### config.mk
export PLATFORM = sky130hd
export DESIGN_NAME = led_scan_ctrl_flat
export DESIGN_NICKNAME = d
export VERILOG_FILES = /design/src/rtl/led_scan_ctrl_if.sv /design/src/rtl/led_scan_ctrl.sv /design/src/flat_wrapper.sv
export SDC_FILE = /design/constraint.sdc
export NUM_CORES = 1
export LEC_CHECK = 0
export ABC_AREA = 1
export CAP_MARGIN = 20
export CORE_MARGIN = 2
export CORE_UTILIZATION = 40
export DETAILED_ROUTE_END_ITERATION = 6
export RECOVER_POWER = 25
export SETUP_SLACK_MARGIN = 0.1
export SLEW_MARGIN = 20
export SYNTH_ARGS = -nofsm -noshare
export SYNTH_HDL_FRONTEND = slang
export SYNTH_SLANG_ARGS = --single-unit
### constraint.sdc
create_clock -name clk -period 1.7 [get_ports clk]
set_clock_uncertainty 0.05 [all_clocks]
set_input_delay 0.34 -clock clk [delete_from_list [all_inputs] [get_ports clk]]
set_output_delay 0.34 -clock clk [all_outputs]
set_load 0.01 [all_outputs]
### src/rtl/led_scan_ctrl_if.sv
// Panel-side and pixel-source signals of the LED scan controller.
// The controller sits on the slave modport; whoever drives init/px_ready uses master.
interface led_scan_ctrl_if #(
  parameter int COLS   = 64,
  parameter int ROWS   = 32,
  parameter int PLANES = 4
);
  localparam int CW = (COLS   > 1) ? $clog2(COLS)   : 1;
  localparam int RW = (ROWS   > 1) ? $clog2(ROWS)   : 1;
  localparam int PW = (PLANES > 1) ? $clog2(PLANES) : 1;

  logic          init;
  logic          px_ready;
  logic [RW-1:0] row;
  logic [CW-1:0] col;
  logic [PW-1:0] plane;
  logic [RW-1:0] disp_row;
  logic          px_load;
  logic          px_clk_en;
  logic          latch;
  logic          noe;
  logic          busy;
  logic          frame_done;

  modport slave (
    input  init, px_ready,
    output row, col, plane, disp_row, px_load, px_clk_en, latch, noe, busy, frame_done
  );

  modport master (
    output init, px_ready,
    input  row, col, plane, disp_row, px_load, px_clk_en, latch, noe, busy, frame_done
  );
endinterface

### src/rtl/led_scan_ctrl.sv
// Binary-code-modulation scan controller for a row-multiplexed LED panel:
// shifts one row/plane of pixels, latches it, then shows it for BASE_DLY<<plane cycles.
//
// state | meaning
// IDLE  | stopped, panel blanked, waiting for init
// FETCH | waiting for px_ready on current col/row/plane; px_load when it arrives
// SHIFT | one panel shift-clock pulse, then next column or latch
// LATCH | latch shifted row into panel, load display row and delay counter
// SHOW  | panel enabled for BASE_DLY<<plane cycles, then advance plane/row
module led_scan_ctrl #(
  parameter int COLS     = 64,
  parameter int ROWS     = 32,
  parameter int PLANES   = 4,
  parameter int BASE_DLY = 16
) (
  input  logic           clk,
  input  logic           rst,
  led_scan_ctrl_if.slave bus
);
  localparam int CW      = (COLS   > 1) ? $clog2(COLS)   : 1;
  localparam int RW      = (ROWS   > 1) ? $clog2(ROWS)   : 1;
  localparam int PW      = (PLANES > 1) ? $clog2(PLANES) : 1;
  localparam int DLY_MAX = BASE_DLY << (PLANES - 1);
  localparam int DW      = $clog2(DLY_MAX + 1);

  localparam logic [2:0] IDLE  = 3'd0;
  localparam logic [2:0] FETCH = 3'd1;
  localparam logic [2:0] SHIFT = 3'd2;
  localparam logic [2:0] LATCH = 3'd3;
  localparam logic [2:0] SHOW  = 3'd4;

  logic [2:0]    state_q, state_d;
  logic [CW-1:0] col_q, col_d;
  logic [RW-1:0] row_q, row_d;
  logic [PW-1:0] plane_q, plane_d;
  logic [RW-1:0] disp_row_q, disp_row_d;
  logic [DW-1:0] dly_q, dly_d;

  logic last_show;
  logic last_plane;
  logic last_row;

  // Terminal count at 1 so SHOW spans exactly the loaded number of cycles.
  assign last_show  = (state_q == SHOW) && (dly_q <= DW'(1));
  assign last_plane = (plane_q == PW'(PLANES - 1));
  assign last_row   = (row_q == RW'(ROWS - 1));

  always_comb begin
    state_d    = state_q;
    col_d      = col_q;
    row_d      = row_q;
    plane_d    = plane_q;
    disp_row_d = disp_row_q;
    dly_d      = dly_q;
    case (state_q)
      IDLE: begin
        if (bus.init) state_d = FETCH;
      end
      FETCH: begin
        if (bus.px_ready) state_d = SHIFT;
      end
      SHIFT: begin
        if (col_q == CW'(COLS - 1)) begin
          col_d   = '0;
          state_d = LATCH;
        end else begin
          col_d   = col_q + CW'(1);
          state_d = FETCH;
        end
      end
      LATCH: begin
        disp_row_d = row_q;
        dly_d      = DW'(BASE_DLY) << plane_q;
        state_d    = SHOW;
      end
      SHOW: begin
        if (last_show) begin
          dly_d = '0;
          if (last_plane) begin
            plane_d = '0;
            row_d   = last_row ? '0 : row_q + RW'(1);
          end else begin
            plane_d = plane_q + PW'(1);
          end
          // init is only consulted here, so dropping it never truncates a plane.
          state_d = bus.init ? FETCH : IDLE;
        end else begin
          dly_d = dly_q - DW'(1);
        end
      end
      default: state_d = IDLE;
    endcase
  end

  always_ff @(posedge clk or negedge rst) begin
    if (!rst) begin
      state_q    <= IDLE;
      col_q      <= '0;
      row_q      <= '0;
      plane_q    <= '0;
      disp_row_q <= '0;
      dly_q      <= '0;
    end else begin
      state_q    <= state_d;
      col_q      <= col_d;
      row_q      <= row_d;
      plane_q    <= plane_d;
      disp_row_q <= disp_row_d;
      dly_q      <= dly_d;
    end
  end

  // All strobes decode from a single state, so they are mutually exclusive by construction.
  assign bus.row        = row_q;
  assign bus.col        = col_q;
  assign bus.plane      = plane_q;
  assign bus.disp_row   = disp_row_q;
  assign bus.px_load    = (state_q == FETCH) && bus.px_ready;
  assign bus.px_clk_en  = (state_q == SHIFT);
  assign bus.latch      = (state_q == LATCH);
  assign bus.noe        = (state_q != SHOW);
  assign bus.busy       = (state_q != IDLE);
  assign bus.frame_done = last_show && last_plane && last_row;

endmodule

### src/flat_wrapper.sv
// flat-port wrapper written by rule: the top's interface ports become plain ports
module led_scan_ctrl_flat 
#(
  parameter int COLS     = 64,
  parameter int ROWS     = 32,
  parameter int PLANES   = 4,
  parameter int BASE_DLY = 16
)
  (clk, rst, bus_init, bus_px_ready, bus_row, bus_col, bus_plane, bus_disp_row, bus_px_load, bus_px_clk_en, bus_latch, bus_noe, bus_busy, bus_frame_done);
  led_scan_ctrl_if #(.COLS(COLS), .ROWS(ROWS), .PLANES(PLANES)) bus_i ();
  input  logic clk;
  input  logic rst;
  input wire logic [$bits(bus_i.init)-1:0] bus_init;
  input wire logic [$bits(bus_i.px_ready)-1:0] bus_px_ready;
  output wire logic [$bits(bus_i.row)-1:0] bus_row;
  output wire logic [$bits(bus_i.col)-1:0] bus_col;
  output wire logic [$bits(bus_i.plane)-1:0] bus_plane;
  output wire logic [$bits(bus_i.disp_row)-1:0] bus_disp_row;
  output wire logic [$bits(bus_i.px_load)-1:0] bus_px_load;
  output wire logic [$bits(bus_i.px_clk_en)-1:0] bus_px_clk_en;
  output wire logic [$bits(bus_i.latch)-1:0] bus_latch;
  output wire logic [$bits(bus_i.noe)-1:0] bus_noe;
  output wire logic [$bits(bus_i.busy)-1:0] bus_busy;
  output wire logic [$bits(bus_i.frame_done)-1:0] bus_frame_done;
  assign bus_i.init = bus_init;
  assign bus_i.px_ready = bus_px_ready;
  assign bus_row = bus_i.row;
  assign bus_col = bus_i.col;
  assign bus_plane = bus_i.plane;
  assign bus_disp_row = bus_i.disp_row;
  assign bus_px_load = bus_i.px_load;
  assign bus_px_clk_en = bus_i.px_clk_en;
  assign bus_latch = bus_i.latch;
  assign bus_noe = bus_i.noe;
  assign bus_busy = bus_i.busy;
  assign bus_frame_done = bus_i.frame_done;
  led_scan_ctrl #(.COLS(COLS), .ROWS(ROWS), .PLANES(PLANES), .BASE_DLY(BASE_DLY)) u_core (.clk(clk), .rst(rst), .bus(bus_i));
endmodule
==> results of run 1 <==
==> worst max path at each step <==
stage / cells past startpoint / endpoint / slack [ps] / start
final: 9 / bus_frame_done / -230 / u_core.dly_q[0]
after floorplan: 8 / bus_frame_done / 40 / u_core.dly_q[0]
after detailed placement: 9 / bus_frame_done / -430 / u_core.dly_q[0]
after CTS: 9 / bus_frame_done / -250 / u_core.dly_q[0]
after global placement: 9 / bus_frame_done / -380 / u_core.dly_q[1]
after global routing: 9 / bus_frame_done / -330 / u_core.dly_q[1]
==> worst max-delay path: stages, from the launching register on <==
cell,delay [ps]
dfrtp_1,410
inv_2,70
ha_2,170
nor2_1,40
nor2_1,120
nand2_2,90
nor2_4,100
nand2_2,60
nor2_2,80
buf_2,130
==> timing repair <==
action                     CTS  global route
cloned                       0             1
setup endpoints to repair   25            23
setup buffers               13             2
gates resized for setup     45            32
pin swaps                    5             9
==> metrics by stage <==
stage / instances / instance area (um2)
CTS: 336 / 2390
global placement: 315 / 2190
finish: 338 / 2490
floorplan: 208 / 1630
detailed placement: 315 / 2190
global route: 338 / 2490
==> final cells by class <==
| type | count | area, um2 |
|---|---|---|
| Multi-Input combinational cell | 147 | 856 |
| Tap cell | 50 | 62.6 |
| Fill cell | 354 | 1450 |
| Inverter | 31 | 119 |
| Clock inverter | 1 | 5.00 |
| Timing Repair Buffer | 73 | 629 |
| Clock buffer | 7 | 96.3 |
| Sequential cell | 29 | 726 |
==> cells in the mapped netlist (all sizes together) <==
library cell	number	share of area
and3b	1	0.0054
dfrtp	29	0.45
o21ai	16	0.049
nand3	9	0.028
or2	1	0.0039
a22oi	1	0.0046
xor2	3	0.016
nor2	28	0.071
o22ai	1	0.0039
ha	9	0.069
buf	1	0.0031
nor3	5	0.029
nand2	62	0.16
inv	31	0.073
nand4	4	0.015
o21bai	1	0.0046
a21oi	6	0.019
==> registers in the layout, summed over array words and instances, names as in the netlist <==
signal               count
u_core.bus.col           6
u_core.bus.disp_row      5
u_core.bus.plane         2
u_core.bus.row           5
u_core.dly_q             8
u_core.state_q           3
==> power by group through the flow <==
| stage | registers, W | logic (W) | clock network (W) |
|---|---|---|---|
| after global routing | 0.00101 | 0.00228 | 0.000675 |
| after global placement | 0.00101 | 0.00166 | 0 |
| after floorplan | 0.00106 | 0.000884 | 0 |
| after detailed placement | 0.00101 | 0.00167 | 0 |
| after CTS | 0.000979 | 0.00187 | 0.000645 |
| final | 0.000982 | 0.00206 | 0.000630 |
==> routing by layer <==
layer,vias to the layer above,global-route usage,share of wire
li1,811,-,-
met1,719,0.230,0.49
met3,2,0.0500,0.028
met2,20,0.288,0.47
met4,0,0.0536,0.0053
met5,-,0,0
==> logic make-up (layout without fill, tap and decap cells) <==
kind of cell / count (synthesis) / in the layout / synth area share
flip-flops: 29 / 29 / 0.448
XOR/XNOR: 3 / 3 / 0.0162
adder cells (fa/ha/maj): 9 / 9 / 0.0694
AND/OR/NAND/NOR: 110 / 110 / 0.309
buffers and inverters: 32 / 112 / 0.0764
AO/OA/AOI/OAI: 25 / 25 / 0.0810
==> metrics.yaml, run 1 <==
setup_path:
  timing.rr.end: "u_core.bus.row[0]"
  r2r-start: "u_core.dly_q[0]"
  critPathKind: "reg2out"
  reg2reg_depth: 9
  cp_max_fo: 3
  crit_path_start_kind: "register"
  r2r_setup_slack_ps: 80
  critPathCaptureType: "output port"
  cp.arrival_ps: 1540
  required_ps: 1310
final_layout:
  num-nets-final: 300
  most-common-layout-cells: "53 x nand2_1, 37 x buf_4, 29 x dfrtp_1, 22 x inv_1, 19 x nor2_1"
  layout_commonest_cell: "nand2_1"
  layout-drive-gt1-share: 0.326
  finish.utilization: 0.632
  antenna_cells: 0
  areaGrowthSynthToFinish_pct: 53.8
timing:
  tightest_slew_ps: 761
  period_share: 1.14
  fin_tns_setup_ps: -233
  fin_crit_ps: 1930
  setup_viol_count_final: 1
  setup_ws_ps: -233
  fmax_mhz: 517
  slew_viol_final: 0
  rsz0062_at_grt: "yes"
  whs_ps: 434
  hold_violations: 0
  relSlewSlack: 0.493
die:
  num_io_pins: 28
  fp.dieArea_um2: 4580
  dieWidth_um: 67.7
  die_y_um: 67.7
  core_um2: 3940
  rows: 23
  start_util: 0.411
placement:
  gp_congestion: 0.706
  dpl.hpwl_um: 2620
  place_ws_ps: -432
  portBuffers: 27
worst_hold_path:
  hold_end: "u_core.bus.disp_row[4]"
  min_from: "u_core.bus.disp_row[4]"
  hold_depth: 2
  hp-class: "reg2reg"
yosys:
  ys_seq_area_frac: 0.448
  syn-num-nets: 221
  synth_cell_types: 24
  netlist_area_um2: 1620
  yosys_warnings: 0
  netlist_instances: 208
  syn_avg_cell_area_um2: 7.80
  synth.ff_latch_count: 29
grt:
  grt_start_max_net_pins: 30
  overflow: 0
  track_usage: 0.178
  grt_pass1_vias: 1369
  grt_first_pass_wirelength_um: 6050
  antenna_found_initial: 0
pwr:
  sw_frac_of_total: 0.397
  power_frac_comb: 0.561
  clock_power_share: 0.171
  seq_power_share: 0.267
  p_per_area_nw_per_um2: 1470
  ir_drop_v: 0.000646
  leakage_nw: 1.37
  switchingPower_w: 0.00146
  p_int_w: 0.00222
  finalPower_w: 0.00368
drt:
  via_count: 1552
  drtAntennaViolNets: 0
  routed_wirelength_um: 3780
  wl_per_cell_um: 11.2
  firstDrtPassIters: 4
  drc: 0
  first_iter_violations: 80
  viasPerCell: 4.59
clock_network:
  clkTransAtPathRegs_ps: 60
  cts_tree: "built"
  clock_sinks: 29
  cts_root_buf: "clkbuf_8"
  hold_buffers: 0
  insertion_delay_ps: 280
  h-tree-depth: 2
  cts_max_path_buffers: 2
  cts_buffers: 5
run_status:
  violations: "negative setup slack"
  outcome: "finished, violations left"
job:
  max-cap-violations: 0
Power figures use the tool's default switching activity.
==> run 2, diff against run 1 <==
Settings changed: PLACE_DENSITY_LB_ADDON from default to 0.2, TNS_END_PERCENT from default to 30.
==> run 2 against run 1 <==
Effect of this change:
- wire length is 0.85% lower
- the run still ends with negative setup slack left
- non-clock buffer count is 6 lower
- die area stayed put
- core utilization is 1.2 points lower
- register-to-register slack better by 70 ps
- largest power group unchanged
- design area is 2.0% lower
- power is 3.9% lower
- sequential share of layout area is 0.58 points higher
- first-iteration DRC count is 5.0% lower
- largest cell class unchanged
==> metrics.yaml, run 2 (synthesis results as in run 1) <==
run_status:
  outcome: "finished, violations left"
  violations: "negative setup slack"
clock_network:
  cts_max_path_buffers: 2  # unchanged
  clkTransAtPathRegs_ps: 60  # about the same
  clock_sinks: 29  # unchanged
  h-tree-depth: 2  # unchanged
  cts_buffers: 5  # unchanged
  hold_buffers: 0  # unchanged
  cts_root_buf: "clkbuf_8"
  cts_tree: "built"
  insertion_delay_ps: 280  # about the same
die:
  dieWidth_um: 67.7  # unchanged
  die_y_um: 67.7  # unchanged
  start_util: 0.411  # unchanged
  num_io_pins: 28  # unchanged
  core_um2: 3940  # unchanged
  fp.dieArea_um2: 4580  # unchanged
  rows: 23  # unchanged
drt:
  drtAntennaViolNets: 0  # unchanged
  firstDrtPassIters: 4  # unchanged
  drc: 0  # unchanged
  routed_wirelength_um: 3750  # -0.85%
  via_count: 1564  # +0.77%
  wl_per_cell_um: 11.3  # +0.95%
  viasPerCell: 4.71  # +2.6%
  first_iter_violations: 76  # -5.0%
final_layout:
  top_register: "u_core.dly_q"
  layout_commonest_cell: "nand2_1"
  num-nets-final: 294  # -2.0%
  most-common-layout-cells: "52 x nand2_1, 32 x buf_4, 29 x dfrtp_1, 23 x inv_1, 19 x nor2_1"
  layout-drive-gt1-share: 0.309  # -0.0179
  areaGrowthSynthToFinish_pct: 50.8
  largest_register_ffs: 8  # unchanged
  fill_cells: 357  # +0.85%
  fin_cells: 332  # -1.8%
  finish.utilization: 0.620  # -0.0124
  antenna_cells: 0  # unchanged
grt:
  antenna_found_initial: 0  # unchanged
  overflow: 0  # unchanged
  grt_start_max_net_pins: 30  # unchanged
  track_usage: 0.189  # +0.0106
  grt_pass1_vias: 1459  # +6.6%
  grt_first_pass_wirelength_um: 6240  # +3.1%
placement:
  dpl.hpwl_um: 2610  # -0.55%
  dp.cells: 316  # +0.32%
  gp_congestion: 0.759  # +7.6%
  portBuffers: 27  # unchanged
setup_path:
  crit_path_start_kind: "register"
  cp.arrival_ps: 1510  # -30 ps
  critPathKind: "reg2out"
  cp_max_fo: 3  # unchanged
  critPathCaptureType: "output port"
  required_ps: 1310  # about the same
timing:
  relSlewSlack: 0.507  # +0.0143
  fmax_mhz: 527  # +1.9%
  period_share: 1.12  # -0.0212
  rsz0062_at_grt: "yes"
  tightest_slew_ps: 739  # -21.5 ps
  setup_viol_count_final: 1  # unchanged
  setup_ws_ps: -197  # +36.0 ps
  fin_crit_ps: 1900  # -36.0 ps
  hold_violations: 0  # unchanged
  whs_ps: 443  # +8.65 ps
  slew_viol_final: 0  # unchanged
pwr:
  clock_power_share: 0.154  # -0.017
  seq_power_share: 0.284  # +0.017
  switchingPower_w: 0.00145  # -0.57%
  ir_drop_v: 0.000702  # +8.6%
  sw_frac_of_total: 0.411  # +0.0138
  leakage_nw: 1.32  # -3.9%
  finalPower_w: 0.00353  # -3.9%
  p_per_area_nw_per_um2: 1440  # -2.0%
  p_int_w: 0.00208  # -6.1%
  power_frac_comb: 0.563  # +0.002
job:
  max-cap-violations: 0  # unchanged
worst_hold_path:
  hp-class: "reg2reg"
-- run 2: changes by cell type in the layout (fill, tap and decap cells not counted), sizes merged --
cell | previous run | this run
buf | 51 | 45
dlygate4sd2 | 10 | 13
dlymetal6s2s | 5 | 3
clkbuf | 8 | 7
clkdlybuf4s50 | 5 | 4
clkinv | 1 | 2
-- run 2: routing by layer --
layer / track usage / vias up / share of wire
met3: 0.0517 / 7 / 0.030
met4: 0.112 / 0 / 0.023
li1: - / 806 / -
met5: 0 / - / 0
met1: 0.217 / 725 / 0.44
met2: 0.311 / 26 / 0.50
-- run 2: repair_timing --
item,4_1_cts,5_1_grt
buffers inserted,9,1
pin swaps,9,6
gates resized for setup,72,13
endpoints found under the setup margin,25,24
-- run 2: layout make-up --
type	instances	area, um2	area share
flip-flops and latches	29	726	0.297
clock buffers	6	72.6	0.0297
repair buffers	67	584	0.239
clock inverters	2	10.0	0.00409
multi-input cells	147	871	0.356
inverters	31	119	0.0486
well taps	50	62.6	0.0256
-- run 2: worst paths after layout --
kind | from | endpoint | slack (ps) | depth (start not counted)
max | u_core.dly_q[1] | bus_frame_done | -200 | 9
min | u_core.bus.disp_row[0] | u_core.bus.disp_row[0] | 440 | 2
max reg2reg | u_core.state_q[0] | u_core.bus.row[0] | 150 | 9
min reg2reg | u_core.bus.disp_row[0] | u_core.bus.disp_row[0] | 440 | 2
max in group asynchronous | rst | u_core.bus.row[1] | 520 | 2
min in group asynchronous | rst | u_core.dly_q[6] | 600 | 2
-- run 2: power by group through the flow --
stage / Clock (W) / Combinational, W / Sequential (W)
6_report: 0.000543 / 0.00199 / 0.00100
5_1_grt: 0.000602 / 0.00221 / 0.00103
4_1_cts: 0.000562 / 0.00194 / 0.00100
3_5_place_dp: 0 / 0.00169 / 0.00101
3_3_place_gp: 0 / 0.00166 / 0.00101
2_1_floorplan: 0 / 0.000884 / 0.00106
-- run 2: per-stage QoR --
| step | setup slack [ps] | setup TNS [ps] | instance area, um2 |
|---|---|---|---|
| final | -197 | -197 | 2440 |
| after global routing | -325 | -370 | 2440 |
| after CTS | -217 | -404 | 2410 |
| after detailed placement | -360 | -542 | 2200 |
| after global placement | -334 | -536 | 2200 |
| after floorplan | 37.4 | 0 | 1630 |
-- run 2: critical path, stage by stage, from the launching register on --
cell     delay [ps]
dfrtp_1         380
inv_2            90
ha_1            160
nor2_1           50
nor2_1          100
nand2_2          80
nor2_4          100
nand2_2          70
nor2_2           70
buf_2           130
==> run 3, diff against run 2 <==
Settings changed: ABC_AREA 1 to default, CTS_CLUSTER_SIZE from default to 14, HOLD_SLACK_MARGIN from default to 0.03.
==> run 3 against run 2 <==
Effect of this change:
- the run still ends with negative setup slack left
- final cell count fell by 16%
- via count shrank 10%
- clock power rose by 30%
- worst setup slack improved by 55 ps
- worst hold slack lost 12 ps
- sequential share of layout area is 0.53 points higher
- sequential power rose by 6%
- count of clock-buffer cells in the layout did not move
- flip-flop and latch count is the same
- wire length increased by 4.1%
- register-to-register slack worse by 240 ps
- global-route usage increased by 1.0 points
==> metrics.yaml, run 3 <==
final_layout:
  antenna_cells: 0  # unchanged
  layout-drive-gt1-share: 0.429  # +0.120
  top_register: "u_core.dly_q"
  layout_commonest_cell: "buf_4"
  largest_register_ffs: 8  # unchanged
  most-common-layout-cells: "32 x buf_4, 27 x nand2_1, 25 x dfrtp_1, 13 x dlygate4sd2_1, 10 x nor2_1"
  areaGrowthSynthToFinish_pct: 55.8
  num-nets-final: 243  # -17%
  design_area_um2: 2420  # -1.1%
  fin_cells: 279  # -16%
grt:
  grt_pass1_vias: 1493  # +2.3%
  track_usage: 0.199  # +0.0101
  grt_first_pass_wirelength_um: 6550  # +5.0%
  antenna_found_initial: 0  # unchanged
  overflow: 0  # unchanged
  grt_start_max_net_pins: 30  # unchanged
pwr:
  leakage_nw: 1.19  # -9.9%
  p_per_area_nw_per_um2: 1520  # +5.0%
  finalPower_w: 0.00367  # +3.9%
  ir_drop_v: 0.000732  # +4.3%
yosys:
  synth_cell_types: 40  # +67%
  synth.ff_latch_count: 29  # unchanged
  netlist_instances: 157  # -25%
  yosys_warnings: 0  # unchanged
  synth_area_leaders: "dfrtp_1 47%, ha_1 7.3%, nand2_1 6.8%"
  netlist_area_um2: 1550  # -4.2%
  ys.flop_type: "dfrtp_1"
  synth_edf_count: 0  # unchanged
  synth_commonest_cells: "29 x dfrtp_1, 28 x nand2_1, 13 x nor2_1"
  async_flop_share: 1.00  # unchanged
  synth_top_cell_area_share: 0.467  # +0.0198
  syn_avg_cell_area_um2: 9.89  # +27%
  synth_top_area_cell: "dfrtp_1"
  synthMostInstantiatedCell: "dfrtp_1"
  syn-num-nets: 170  # -23%
  ys_seq_area_frac: 0.467  # +0.0198
drt:
  drc: 0  # unchanged
  via_count: 1403  # -10%
  routed_wirelength_um: 3900  # +4.1%
  viasPerCell: 5.03  # +6.7%
  wl_per_cell_um: 14.0  # +24%
  firstDrtPassIters: 4  # unchanged
  drtAntennaViolNets: 0  # unchanged
  first_iter_violations: 46  # -39%
clock_network:
  clkTransAtPathRegs_ps: 70  # about the same
  cts_tree: "built"
  insertion_delay_ps: 280  # about the same
  cts_root_buf: "clkbuf_8"
  clock_sinks: 29  # unchanged
  h-tree-depth: 2  # unchanged
  cts_buffers: 5  # unchanged
  hold_buffers: 0  # unchanged
  cts_max_path_buffers: 2  # unchanged
die:
  dieWidth_um: 66.3  # -2.0%
  start_util: 0.421  # +0.00967
  fp.dieArea_um2: 4400  # -4.0%
  die_y_um: 66.3  # -2.0%
  num_io_pins: 28  # unchanged
  core_um2: 3690  # -6.4%
  rows: 22  # -4.3%
setup_path:
  required_ps: 1310  # about the same
  critPathSlowestCell: "dfrtp_2"
  path_common_cell: "ha_4"
  crit_path_start_kind: "register"
  critPathKind: "reg2out"
  r2r-start: "u_core.state_q[1]"
  cp_max_fo: 2  # -1
  startpoint: "u_core.bus.row[0]"
  critPathCaptureType: "output port"
  critPathMaxStageDelay_ps: 430  # +50 ps
  cp.arrival_ps: 1450  # -60 ps
  cp-endpoint: "bus_frame_done"
  r2r_setup_slack_ps: -90  # -240 ps
  crit_path_cell_trace: "ha_4 -> and3_4 -> ha_4 -> inv_1 -> nor2_2 -> buf_2"
  reg2reg_depth: 8  # -1
  timing.rr.end: "u_core.dly_q[3]"
timing:
  setup_viol_count_final: 6  # +5
  relSlewSlack: 0.523  # +0.0158
  fin_crit_ps: 1840  # -55.0 ps
  hold_violations: 0  # unchanged
  slew_viol_final: 0  # unchanged
  fmax_mhz: 543  # +3.0%
  rsz0062_at_grt: "yes"
  tightest_slew_ps: 716  # -23.7 ps
  whs_ps: 431  # -11.9 ps
  setup_ws_ps: -142  # +55.0 ps
  fin_tns_setup_ps: -359  # -162 ps
  period_share: 1.08  # -0.0324
placement:
  dp.cells: 266  # -16%
  dpl_cell_area_um2: 2190  # -0.34%
  portBuffers: 27  # unchanged
  dpl.hpwl_um: 2790  # +7.0%
  gp_congestion: 0.845  # +11%
worst_hold_path:
  hp-class: "reg2reg"
run_status:
  outcome: "finished, violations left"
  violations: "negative setup slack"
job:
  max-cap-violations: 0  # unchanged
[run 3: cell types whose count changed in the layout (fill, tap and decap cells not counted), moves of 5 or more]
cell,previous run,this run
inv_1,23,8
nand3_1,8,2
mux2_2,0,5
nor2_1,19,10
nand2_2,6,1
nand2_1,52,27
o21ai_0,10,3
nor2_4,5,0
[run 3: per-layer routing]
metal  GRT usage  share of wire
met5           0              0
met2       0.335           0.50
met1       0.236           0.45
met3      0.0596          0.043
met4      0.0765          0.014
[run 3: through the flow]
stage	setup slack, ps	utilization
final	-142	0.656
after global routing	-213	0.656
after CTS	-157	0.639
after detailed placement	-233	0.594
after global placement	-210	0.594
after floorplan	43.3	-
[run 3: critical path, delay by kind of cell, from the launching register on]
kind	cells	cell delay, ps
flip-flops	1	430
adder cells (fa/ha/maj)	2	310
AND/OR/NAND/NOR	2	220
buffers and inverters	2	210
[run 3: repair_timing]
item                       CTS  global route
setup buffers                4             2
gates resized for setup     60            15
setup endpoints to repair   38            26
gates cloned                 0             0
pin swaps                   10            10
[run 3: cell families after synthesis]
logic type / Yosys count / share of synthesized area
compound gates: 28 / 0.116
xor+xnor: 5 / 0.0282
fa+ha+maj: 9 / 0.0725
buf+inv: 14 / 0.0403
flops: 29 / 0.467
mux: 5 / 0.0363
simple gates: 67 / 0.239
[run 3: worst min-delay path by stage]
| stage | startpoint | end | slack [ps] | cells past startpoint |
|---|---|---|---|---|
| global placement | u_core.bus.disp_row[1] | u_core.bus.disp_row[1] | 410 | 2 |
| finish | u_core.bus.disp_row[1] | u_core.bus.disp_row[1] | 430 | 2 |
| global route | u_core.bus.disp_row[3] | u_core.bus.disp_row[3] | 460 | 2 |
| floorplan | rst | u_core.bus.col[0] | -6 | 0 |
| detailed placement | u_core.bus.disp_row[1] | u_core.bus.disp_row[1] | 420 | 2 |
| CTS | rst | u_core.bus.disp_row[0] | 400 | 2 |
[run 3: final cells by class]
class | count | area, um2
clock inverter | 2 | 35.0
sequential | 29 | 731
timing repair buffer | 69 | 571
multi-input combinational | 114 | 908
tap | 48 | 60.1
clock buffer | 6 | 72.6
fill | 326 | 1270
inverter | 11 | 41.3
[run 3: where the power goes]
group / total, W / leakage [nW] / switching (W) / internal, W
registers: 0.00106 / 0.378 / 0.000183 / 0.000873
clock network: 0.000704 / 0.0552 / 0.000270 / 0.000434
logic: 0.00191 / 0.755 / 0.000937 / 0.000973
total: 0.00367 / 1.19 / 0.00139 / 0.00228
